$ cat src/rtl/seq_multiplier.sv
// Sequential shift-and-add unsigned multiplier: one partial product per clock, N iterations,
// then a registered one-cycle done pulse alongside the 2N-bit product.
module seq_multiplier #(
    parameter int unsigned N = 8
) (
    input  logic             clk,
    input  logic             clear,
    input  logic             start,
    input  logic [N-1:0]     a,
    input  logic [N-1:0]     b,
    output logic             busy,
    output logic             done,
    output logic [2*N-1:0]   product
);

    localparam int unsigned CW = $clog2(N + 1);
    localparam logic [CW-1:0] LastCount = CW'(N - 1);

    localparam logic [0:0] StIdle = 1'b0;
    localparam logic [0:0] StRun  = 1'b1;

    logic [0:0]     state;
    logic [2*N-1:0] mcand;
    logic [N-1:0]   mult;
    logic [2*N-1:0] acc;
    logic [CW-1:0]  count;

    logic [2*N-1:0] addend;
    logic [2*N-1:0] sum;

    always_comb begin
        addend = mult[0] ? mcand : '0;
        sum    = acc + addend;
    end

    always_ff @(posedge clk) begin
        if (clear) begin
            state   <= StIdle;
            mcand   <= '0;
            mult    <= '0;
            acc     <= '0;
            count   <= '0;
            product <= '0;
            done    <= 1'b0;
        end else begin
            // done is a single-cycle pulse; only the completion edge re-asserts it
            done <= 1'b0;
            case (state)
                StIdle: begin
                    if (start) begin
                        mcand <= {{N{1'b0}}, a};
                        mult  <= b;
                        acc   <= '0;
                        count <= '0;
                        state <= StRun;
                    end
                end
                StRun: begin
                    acc   <= sum;
                    mcand <= mcand << 1;
                    mult  <= mult >> 1;
                    count <= count + CW'(1);
                    if (count == LastCount) begin
                        product <= sum;
                        done    <= 1'b1;
                        state   <= StIdle;
                    end
                end
            endcase
        end
    end

    assign busy = (state == StRun);

endmodule
$ cat config.mk
export PLATFORM = sky130hd
export DESIGN_NAME = seq_multiplier
export DESIGN_NICKNAME = d
export VERILOG_FILES = /design/src/rtl/seq_multiplier.sv
export SDC_FILE = /design/constraint.sdc
export NUM_CORES = 1
export LEC_CHECK = 0
export CORE_UTILIZATION = 56
export DETAILED_ROUTE_END_ITERATION = 6
export PLACE_DENSITY = 0.81
export SLEW_MARGIN = 20
export SYNTH_ARGS = -nofsm -noshare
export SYNTH_HDL_FRONTEND = slang
export SYNTH_SLANG_ARGS = --single-unit
export TNS_END_PERCENT = 30
$ cat constraint.sdc
create_clock -name clk -period 8.1 [get_ports clk]
set_clock_uncertainty 0.1 [all_clocks]
set_input_delay 2.025 -clock clk [delete_from_list [all_inputs] [get_ports clk]]
set_output_delay 2.025 -clock clk [all_outputs]
set_load 0.01 [all_outputs]
==> key figures <==
Run status
  – Status: completed

Floorplan
  – Cell row count: 28
  – Total core area: between 5000 and 6000 um2
  – Die H: 80.0 um
  – Starting Density: roughly 58%
  – Die W: 80.0 um
  – I/O pin total: 37
  – Die ar.: ~6400 um2

Route
  – DR DRC count: 0
  – Vias per cell: 5.71
  – Number of DRC markers in iteration 0: around 230
  – TritonRoute pass-1 iters: 4
  – Post-route ant nets: 0
  – DR WL/cell: approximately 14 um
  – Wirelength, routed: 7020 um
  – Vias: 2,854

Setup path
  – Worst Reg-to-Reg Cells: 4
  – Worst setup startpoint: clear
  – Worst r2r dst: product[9]
  – CP max FO: 57
  – Cell at the slowest stage of the critical path: buf_2
  – CP Data Required Time: between 8 and 9 ns
  – Worst Setup End Kind: flip-flop
  – R2R setup slack: between 5 and 6 ns
  – Kind of critical path: in2reg
  – Crit-path cells: buf_2 > clkinv_1 > and4_1 > mux2i_1 > nand2_1
  – Critical R2R Launch: busy
  – CP Launch Type: input port
  – CP Capture Point: product[12]
  – Arr. time, crit path: ~3.8 ns
  – Slowest stage delay, CP: roughly 0.75 ns

STA
  – Fin crit period: around 3.7 ns
  – Worst Tran Pin Value: between 1 and 1.5 ns
  – Max Clock Freq: approximately 270 MHz
  – RSZ-0062 raised after global routing: false
  – Final Hold Fails: 0
  – Worst slew margin: 32.0%
  – Setup TNS: 0 ns
  – Final setup violation count: 0
  – Final period util: roughly 45%
  – Max Slew Vio Count: 0

Cells and area
  – N_diodes: 0
  – Final #Nets: 457
  – Synthesis-to-layout area growth: 15.5%
  – Share of layout cells above drive strength 1: roughly 7.3%

Clocking
  – CTS resizes: 0
  – Root Driver: clkbuf_8
  – Hold Buf Count CTS: 0
  – Later-pin clock latency in the skew report: between 0.3 and 0.4 ns
  – Post-CTS setup buffer count: 0
  – Clock sinks: between 60 and 70
  – Clock Path Buffers: 2
  – Clk pin slew, worst setup/hold paths: ~0.06 ns
  – H-Tree Level Count: 3
  – CTS buffer count: 9
  – CTS tree: done

Placement
  – GP Congestion: about 0.87
  – Number of port buffers: 36
  – Post-DP HPWL: 4830 um

Synth
  – Ys async rst share: 0%
  – Post-synth EDFFs: 0
  – Top_reg_cell synth: dfxtp_1
  – Yosys top cell area share: about 36%
  – Sequential share of the synthesized area: around 36%
  – Cell taking the most area after synthesis: dfxtp_1
  – Top post-synthesis cells by area: dfxtp_1 36%, a21oi_1 7.8%, nor2_1 6.3%
  – Mapped cell area: approximately 3400 um2
  – Synth warn: 0
  – Syn Area/Cell: 8.52 um2
  – Syn_nets: between 400 and 500
  – Unique masters post-synth: 60
  – Synth Register Bits: 62
  – Cells after synthesis: 400

Global route
  – Vias in the first global route: around 2,500
  – Initial antenna violation count: 0
  – Gr usage total: between 20% and 30%
  – Grt ovf: 0
  – Largest net degree at the start of global routing: 76
  – First-pass GRT wire length: approximately 12,000 um

Job
  – Max Cap Violations: 0

Pwr
  – Peak supply drop: approximately 110 uV
  – Final Total Pwr: between 0.6 and 0.7 mW
  – Power per Cell Area: ~160 nW/um2
  – Leakage power: approximately 1.5 nW

Min path
  – Worst min path class: reg2reg
## worst min path at each step
stage | end | slack, ns | from | depth (start not counted)
floorplan | acc[13] | 0.35 | acc[13] | 1
global placement | product[5] | 0.34 | product[5] | 2
detailed placement | product[4] | 0.35 | product[4] | 2
CTS | product[4] | 0.35 | product[4] | 2
global route | product[7] | 0.37 | product[7] | 2
finish | product[7] | 0.35 | product[7] | 2
## layer usage
metal  vias to the layer above  track usage (%)  wire [um]
li1                       1466                -          -
met1                      1299             32.3       3490
met2                        78             36.8       3080
met3                        11             4.11        330
met4                         0             10.2        112
met5                         -                0          0
## critical path: cells and delay by family
kind | cells | cell delay [ns]
and+or+nand+nor | 2 | 0.38
buffers and inverters | 2 | 1.25
muxes | 1 | 0.12
## per-stage QoR
| stage | cell area, um2 | instances | utilization [%] | worst slack, ns | hold WS (ns) |
|---|---|---|---|---|---|
| floorplan | 3410 | 400 | - | 4.82 | 0.348 |
| global placement | 3750 | 485 | 63.6 | 4.10 | 0.343 |
| detailed placement | 3750 | 485 | 63.6 | 4.06 | 0.346 |
| CTS | 3940 | 500 | 66.9 | 4.41 | 0.355 |
| global route | 3940 | 500 | 66.9 | 4.17 | 0.368 |
| finish | 3940 | 500 | 66.9 | 4.44 | 0.352 |
## report_power, final
part           total (mW)  switching (mW)  internal, mW
sequential          0.316         0.00500         0.311
clock               0.267           0.119         0.148
combinational      0.0457          0.0264        0.0193
total               0.628           0.150         0.478
## cell families (layout without fill, tap and decap cells)
logic type	after synthesis	in the layout	share of synthesized area, %
buf+inv	35	60	4.51
mux	19	19	5.73
fa+ha+maj	17	17	6.46
compound gates	98	98	19.4
simple gates	156	156	23.7
xor+xnor	13	13	3.74
flops	62	62	36.4
## layout make-up
| class | instances | area (um2) |
|---|---|---|
| inverters | 7 | 26.3 |
| repair buffers | 38 | 370 |
| multi-input cells | 303 | 2010 |
| clock buffers | 11 | 141 |
| well taps | 75 | 93.8 |
| flip-flops and latches | 62 | 1240 |
| fillers | 501 | 1950 |
| clock inverters | 4 | 47.5 |
## cell usage after synthesis (4+ instances only)
master    number
nand2_1       27
ha_1          16
nor3_1         8
clkbuf_1      18
buf_1          4
nor3b_1       17
xor2_1         4
o21ai_1        4
nand3_1       12
inv_1          6
a21oi_1       53
xnor2_1        8
nand4_1        5
dfxtp_1       62
nor2_1        57
and2_1        15
mux2i_1       18
a22o_1         6
## registers in the layout (all words and copies together) (netlist names)
signal	count
acc	16
busy	1
count	4
done	1
mcand	16
mult	8
product	16
## layout by cell type (no fill, tap or decap), types with 3 or more instances in the layout
cell type        synthesis  routed
dfxtp_1                 62      61
xnor2_1                  8       8
nand4_1                  5       5
a21oi_1                 53      53
inv_1                    6       6
nand3_1                 12      12
a22o_1                   6       6
a21o_1                   3       3
o21ai_1                  4       4
o21ai_0                  3       3
nor2_1                  57      57
ha_1                    16      16
clkbuf_8                 0      10
nand2_1                 27      27
nor3_1                   8       8
mux2i_1                 18      18
nor3b_1                 17      17
nor4_1                   3       3
o21a_1                   3       3
clkdlybuf4s50_1          0      35
xor2_1                   4       4
and2_1                  15      15
Power figures use the tool's default switching activity.
